**config.mk**
```make
export PLATFORM = sky130hd
export DESIGN_NAME = calc_sequencer
export DESIGN_NICKNAME = d
export VERILOG_FILES = /design/src/rtl/calc_sequencer.sv
export SDC_FILE = /design/constraint.sdc
export NUM_CORES = 1
export LEC_CHECK = 0
export BUFFER_PORTS_ARGS = -buffer_cell sky130_fd_sc_hd__buf_2
export CORE_ASPECT_RATIO = 0.5
export CORE_UTILIZATION = 49
export CTS_CLUSTER_SIZE = 30
export DETAILED_ROUTE_END_ITERATION = 16
export PLACE_DENSITY_LB_ADDON = 0.12
export SLEW_MARGIN = 20
export SYNTH_ARGS = -nofsm -noshare
export SYNTH_HDL_FRONTEND = slang
export SYNTH_SLANG_ARGS = --single-unit
export TNS_END_PERCENT = 20
```
**constraint.sdc**
```tcl
create_clock -name clk -period 2.8 [get_ports clk]
set_input_delay 0 -clock clk [delete_from_list [all_inputs] [get_ports clk]]
set_output_delay 0 -clock clk [all_outputs]
set_load 0.02 [all_outputs]
```
**src/rtl/calc_sequencer.sv**
```systemverilog
// Two-byte-instruction accumulator sequencer: fetches opcode/operand pairs from a
// 128-entry command memory, executes ALU ops on an 8-bit accumulator, and halts on HALT or fault.
module calc_sequencer (
    input  logic       clk,
    input  logic       reset,
    input  logic       start,
    output logic [7:0] readReg,
    input  logic [7:0] readData,
    output logic [7:0] writeReg,
    output logic [7:0] writeData,
    output logic       regWrite,
    output logic [7:0] acc,
    output logic       carry,
    output logic       zero,
    output logic       busy,
    output logic       done,
    output logic       error
);

    typedef enum logic [2:0] {IDLE, FETCH_OP, FETCH_ARG, EXEC, HALTED} state_t;

    localparam logic [7:0] OP_LOAD  = 8'h01;
    localparam logic [7:0] OP_ADD   = 8'h02;
    localparam logic [7:0] OP_SUB   = 8'h03;
    localparam logic [7:0] OP_AND   = 8'h04;
    localparam logic [7:0] OP_OR    = 8'h05;
    localparam logic [7:0] OP_XOR   = 8'h06;
    localparam logic [7:0] OP_STORE = 8'h07;
    localparam logic [7:0] OP_HALT  = 8'hFF;

    state_t     state;
    logic [7:0] pc;
    logic [7:0] opcode;
    logic [7:0] operand;
    logic [8:0] alu_res;
    logic       writes_acc;

    // Bit 8 of alu_res is the new carry; ops that leave carry alone pass the old one through.
    always_comb begin
        alu_res    = {carry, acc};
        writes_acc = 1'b1;
        case (opcode)
            OP_LOAD: alu_res = {carry, operand};
            OP_ADD:  alu_res = {1'b0, acc} + {1'b0, operand};
            OP_SUB:  alu_res = {1'b0, acc} - {1'b0, operand};
            OP_AND:  alu_res = {carry, acc & operand};
            OP_OR:   alu_res = {carry, acc | operand};
            OP_XOR:  alu_res = {carry, acc ^ operand};
            default: writes_acc = 1'b0;
        endcase
    end

    always_ff @(posedge clk or posedge reset) begin
        if (reset) begin
            state     <= IDLE;
            pc        <= 8'h00;
            opcode    <= 8'h00;
            operand   <= 8'h00;
            readReg   <= 8'h00;
            writeReg  <= 8'h00;
            writeData <= 8'h00;
            regWrite  <= 1'b0;
            acc       <= 8'h00;
            carry     <= 1'b0;
            zero      <= 1'b0;
            busy      <= 1'b0;
            done      <= 1'b0;
            error     <= 1'b0;
        end else begin
            // NOTE: the write port defaults to idle every cycle, so a STORE pulse can never outlive its EXEC cycle.
            regWrite  <= 1'b0;
            writeReg  <= 8'h00;
            writeData <= 8'h00;
            case (state)
                IDLE: begin
                    if (start) begin
                        pc      <= 8'h00;
                        readReg <= 8'h00;
                        busy    <= 1'b1;
                        state   <= FETCH_OP;
                    end
                end
                FETCH_OP: begin
                    readReg <= 8'h00;
                    if (!pc[7] && readData <= OP_STORE) begin
                        opcode  <= readData;
                        pc      <= pc + 8'd1;
                        readReg <= pc + 8'd1;
                        state   <= FETCH_ARG;
                    end else begin
                        // HALT, undefined opcode, or address out of range.
                        state <= HALTED;
                        busy  <= 1'b0;
                        done  <= 1'b1;
                        error <= pc[7] || (readData != OP_HALT);
                    end
                end
                FETCH_ARG: begin
                    readReg <= 8'h00;
                    if (pc[7]) begin
                        state <= HALTED;
                        busy  <= 1'b0;
                        done  <= 1'b1;
                        error <= 1'b1;
                    end else begin
                        operand <= readData;
                        pc      <= pc + 8'd1;
                        state   <= EXEC;
                        if (opcode == OP_STORE) begin
                            regWrite  <= 1'b1;
                            writeReg  <= readData;
                            writeData <= acc;
                        end
                    end
                end
                EXEC: begin
                    if (writes_acc) begin
                        acc   <= alu_res[7:0];
                        carry <= alu_res[8];
                        zero  <= (alu_res[7:0] == 8'h00);
                    end
                    readReg <= pc;
                    state   <= FETCH_OP;
                end
                HALTED: begin
                    if (start) begin
                        acc     <= 8'h00;
                        carry   <= 1'b0;
                        zero    <= 1'b0;
                        error   <= 1'b0;
                        done    <= 1'b0;
                        pc      <= 8'h00;
                        readReg <= 8'h00;
                        busy    <= 1'b1;
                        state   <= FETCH_OP;
                    end
                end
                default: state <= IDLE;
            endcase
        end
    end

endmodule

```
# Word-level counts from Yosys, hierarchy flattened
# Cells that the tools add are included.
[totals] regBits=65 input_bits=11 out_inout_bits=38 wordCells=104
[op_classes] add_sub_neg=3 order_cmp=1 eq_ne=24 muxes=37 bitwise_logic=4 n_reduce_logical=20
[op_table] op="8-bit two-way mux" n=11
[op_table] op="9-bit one-hot mux with 6 select lines" n=1
[op_table] op="8-bit by 3-bit == test with 1-bit output, second input constant" n=4
[op_table] op="8-bit one-hot mux with 4 select lines" n=1
[op_table] op="8-bit one-hot mux with 3 select lines" n=1
[op_table] op="2-bit != test, second input constant" n=10
[op_table] op="8-bit by 2-bit == test with 1-bit output, second input constant" n=2
[op_table] op="8-bit one-hot mux with 2 select lines" n=1
[op_table] op="1-bit two-way mux" n=13
[op_table] op="3-bit one-hot mux with 4 select lines" n=1
[op_table] op="4-bit AND reduction" n=3
[op_table] op="8-bit by 8-bit adder with 9-bit output" n=1
[op_table] op="3-bit two-way mux" n=3
[op_table] op="1-bit one-hot mux with 3 select lines" n=3
[op_table] op="8-bit by 8-bit subtractor with 9-bit output" n=1
[op_table] op="8-bit by 1-bit adder with 8-bit output, second input constant" n=1
[op_table] op="8-bit bitwise AND" n=1
[op_table] op="8-bit by 1-bit == test with 1-bit output, second input constant" n=1
[op_table] op="8-bit by 3-bit less-or-equal comparator with 1-bit output, second input constant" n=1
[op_table] op="8-bit zero test" n=1
[op_table] op="8-bit != test, second input constant" n=1
[op_table] op="8-bit bitwise OR" n=1
[op_table] op="8-bit AND reduction" n=1
[op_table] op="8-bit bitwise XOR" n=1
[op_table] op="other kinds (18)" n=24

# Depth between registers and ports, before layout
[logic_depth] ltp_word=5 ltp_mapped=14 depth_no_buf=13

# Worst setup path after synthesis
# No wires, ideal clock.
[synth_path] path_kind="register -> register" start="register opcode[3]" end="register zero" setup_time_ps=95 t_arrival_ps=2985 required_time_ps=2705 path_slack_ps=-281 path_stages_with_launch=14 n_path_buf=0 synth_period_minus_slack_ps=3081 path_cell_list="dfrtp_1 > or3_1 > nor3_2 > nand2_1 > nor2_1 > nor2_1 > xnor2_1 > ha_1 > o21a_1 > o31a_1 > o41ai_1 > mux2i_1 > o2111ai_1 > o31ai_1"
[synth_via] elab_chain_cells=5 word_cells_on_any_way=14 classes_between="7 x eq/ne; 4 x mux; 3 x reduce/logical"
[synth_lines] item="start: declaration" line_no="33" source="logic [7:0] opcode;"
[synth_lines] item="start signal: assignment" line_no="86" source="opcode <= readData;"
[synth_lines] item="8-bit by 3-bit == test with 1-bit output, or another cell as far along" line_no="42" source="case (opcode)"
[synth_lines] item="9-bit one-hot mux with 6 select lines or 6-bit OR reduction (tied branches)"
[synth_lines] item="8-bit zero test or 1-bit two-way mux (tied branches)" line_no="120, 42"
[synth_lines] item="1-bit two-way mux or 2-bit != test (tied branches)"
[synth_lines] item="1-bit one-hot mux with 2 select lines or 3-bit AND reduction (tied branches)"
[synth_lines] item="end signal: assignment" line_no="120" source="zero <= (alu_res[7:0] == 8'h00);"
[synth_lines] item="end: declaration" line_no="14" source="output logic zero,"
# Several ways; a longest one is shown, not always the timed one. The select of a mux whose other input is x is not followed.
# A chain may end at the register's enable or synchronous reset.

# Final worst setup path
# Same ends and word-level chain as after synthesis.

==> qor.yml <==
outcome:
  outcome: "complete, but fails checks"
  violations: "negative setup slack"
worst_setup_path:
  required_arrival_time_at_the_worst_endpoint_ns: 3.05
  criticalPathCategory: "flop to flop"
  critical_path.endpoint_type: "flop"
  crit_fanout: 4
  worstPathArrival_ns: 3.35
  worst_r2r_path_depth: 14
  critical_path.startpoint_type: "flop"
sta:
  setup-violations-final: 5
  report.final.slew_viol_count: 0
  final.setup.tns_ns: -0.718
  fin_ws_ns: -0.308
  timing_worst_slew_pin_value_ns: 0.888
  timing.final.crit_period_ns: 3.11
  fin_crit_sh: 1.11
  hold-worst-slack_ns: 0.424
  timing_hold_violations_final: 0
  worst_clock_skew_ns: 0.00561
  setup_repair_after_global_routing_missed_its_margin: "yes"
  max_clock_freq_mhz: 322
  maxSlewHeadroom: 0.407
clock_network:
  number_of_h_tree_levels: 3
  numCtsBuffers: 9
  clock-root-buffer: "clkbuf_16"
  postCtsSetupRepairBufs: 0
  cts_sinks: 65
  cts_tree: "done"
  path_clk_slew_ns: 0.06
  cts_max_path_buffers: 2
  clock_latency_at_the_later_pin_of_the_worst_skew_pair_ns: 0.34
detailed_routing:
  antenna_violating_nets_post_route: 0
  totalWireLength_um: 10000
  drt-pass1-iter-count: 5
  route.detailed.wl_per_inst_um: 16.0
  post_drt_via_cell_ratio: 5.57
  wirelength_met1_um: 4740
  sum_of_met2_wire_segment_lengths_after_detailed_routing_um: 4510
  vias: 3479
  route.met3.wl_um: 595
  drc: 0
  drt_iter0_drc: 205
  highest_layer: "met4"
power:
  fin_total_pwr_mw: 5.18
  power.density_nw_per_um2: 1050
  vdd_drop_max_mv: 0.483
  power.static_leakage_nw: 2.40
finish:
  synthToLayoutAreaGrowth_pct: 24.4
  final_nets: 551
  antennaDiodeCount: 0
  proportion_of_layout_cells_with_a_drive_suffix_above_1: 0.232
  final_instance_area_um2: 4940
die:
  io_pins: 49
  dieWidth_um: 129
  fp.coreArea_um2: 7600
  row_count: 22
  die_y_um: 65.7
  initial_core_util: 0.523
  die_area_um2: 8500
place:
  gp_routability_congestion: 0.941
  portBuffers: 48
  place_worst_setup_slack_ns: -0.338
  dpl_cell_area_um2: 4480
  dp.final_hpwl_um: 7130
yosys:
  synthesis.yosys.warnings: 0
  number_of_enable_flip_flop_cells_after_synthesis: 0
  postSynthRegisterBits: 65
  number_of_instances_in_the_synthesized_netlist: 433
  synth.distinct_cells: 67
  dominantRegCellSynth: "dfrtp_1"
  synth_sequential_area_ratio: 0.409
  synth_area_um2: 3980
  postSynthNetCount: 472
  synth.avg_cell_area_um2: 9.18
  proportion_of_register_bits_with_asynchronous_set_or_reset_after_synthesis: 1.00
hold_path:
  hp-class: "primary input to asynchronous set/reset pin"
grt:
  grt_max_degree: 41
  grt.overflow.total: 0
  grt.total_usage: 0.263
  antenna_violations_before_repair: 0
  first_global_vias: 3318
  grt_first_pass_wirelength_um: 16600
job:
  drv_cap: 0
logic make-up after synthesis:
family	Yosys count	synth area share
AOI/OAI and AO/OA	117	0.193
xor gates and xnor gates	8	0.0176
adders and majority gates	28	0.0900
buffers and inverters	42	0.0450
DFF	65	0.409
muxes	7	0.0186
and+or+nand+nor	166	0.227
power by group:
part / internal, mW / switching [mW] / leakage [nW] / total (mW)
clock network: 0.852 / 0.414 / 0.169 / 1.27
registers: 1.16 / 0.276 / 0.863 / 1.44
logic: 1.06 / 1.41 / 1.37 / 2.48
flip-flops by register name, summed over array words and instances (netlist names):
register / count
acc: 8
pc: 8
operand: 8
done: 1
zero: 1
busy: 1
regWrite: 1
state: 3
opcode: 8
readReg: 8
writeReg: 8
writeData: 8
carry: 1
error: 1
stage by stage:
| stage | utilization | std cells |
|---|---|---|
| 2_1_floorplan | - | 433 |
| 3_3_place_gp | 0.589 | 599 |
| 3_5_place_dp | 0.589 | 599 |
| 4_1_cts | 0.650 | 625 |
| 5_1_grt | 0.651 | 625 |
| 6_report | 0.651 | 625 |
final timing paths:
check / startpoint / endpoint / slack, ns
min in group clk: start / state[2] / 0.46
worst min register to register: opcode[4] / opcode[4] / 0.49
worst max register to register: opcode[3] / zero / -0.31
worst max-delay path: opcode[3] / zero / -0.31
worst min-delay path: reset / acc[5] / 0.42
max in group asynchronous: reset / operand[3] / 1.51
synth_stat cells (all sizes together) (4+ instances only):
| cell type | n | area share |
|---|---|---|
| clkbuf | 6 | 0.0057 |
| dfrtp | 65 | 0.41 |
| buf | 10 | 0.015 |
| a21oi | 25 | 0.032 |
| nand3 | 22 | 0.032 |
| nor2 | 39 | 0.039 |
| ha | 27 | 0.085 |
| and2 | 17 | 0.027 |
| nor2b | 7 | 0.011 |
| a31oi | 6 | 0.0094 |
| nand4 | 4 | 0.0063 |
| o31a | 4 | 0.0088 |
| o31ai | 6 | 0.014 |
| nand2 | 31 | 0.029 |
| inv | 26 | 0.025 |
| or2 | 5 | 0.0085 |
| a22oi | 4 | 0.0076 |
| o21ai | 40 | 0.051 |
| nand2b | 8 | 0.013 |
| xnor2 | 7 | 0.015 |
| and3 | 6 | 0.0094 |
| nor3 | 17 | 0.024 |
| mux2i | 4 | 0.010 |
layer usage:
layer  vias up  GRT usage
met4         0     0.0721
li1       1715          -
met2        91      0.418
met5         -          0
met3        16     0.0831
met1      1657      0.346
critical path, cell delays in order (launching register included):
cell       delay (ns)
dfrtp_1          0.37
or3_4            0.39
nor3_2           0.11
buf_4            0.16
nand4b_4         0.11
nor2_1           0.11
a21o_1           0.13
inv_1            0.05
ha_1             0.25
nor2b_1          0.14
o31a_1           0.27
o41ai_2          0.25
mux2i_1          0.25
o2111ai_1        0.16
o31ai_1          0.26
cell usage in the layout, fill, tap and decap left out, drive strengths merged, types with 3 or more instances in the layout:
cell / synthesis / final
a211oi: 3 / 3
and2: 17 / 17
nand2: 31 / 31
o211ai: 3 / 3
nor2: 39 / 39
or2: 5 / 5
nor3: 17 / 17
buf: 10 / 74
a21o: 3 / 3
ha: 27 / 27
a22oi: 4 / 4
and3: 6 / 6
inv: 26 / 26
dfrtp: 65 / 65
nor2b: 7 / 7
nand3: 22 / 22
o21ai: 40 / 40
a31oi: 6 / 6
nand2b: 8 / 8
xnor2: 7 / 7
mux2i: 4 / 4
o21bai: 3 / 3
a21oi: 25 / 25
o31a: 4 / 4
o311ai: 3 / 3
dlygate4sd3: 0 / 10
o31ai: 6 / 6
nand4: 4 / 4
mux2: 3 / 3
clkbuf: 6 / 12
final cells by class:
type                       instances  area, µm²
fill                             645       2650
timing repair buffer              84        536
clock buffer                      12        267
sequential                        65       1630
clock inverter                     4       73.8
tap                              108        135
inverter                          26       97.6
multi-input combinational        326       2210
what timing repair did:
action / CTS / global route
hold endpoints to repair: 60 / 0
hold buffers: 10 / 0
gates resized for setup: 5 / 2
pin swaps: 0 / 0
endpoints found under the setup margin: 7 / 7
Note: power is estimated with default switching activity, not from simulation.
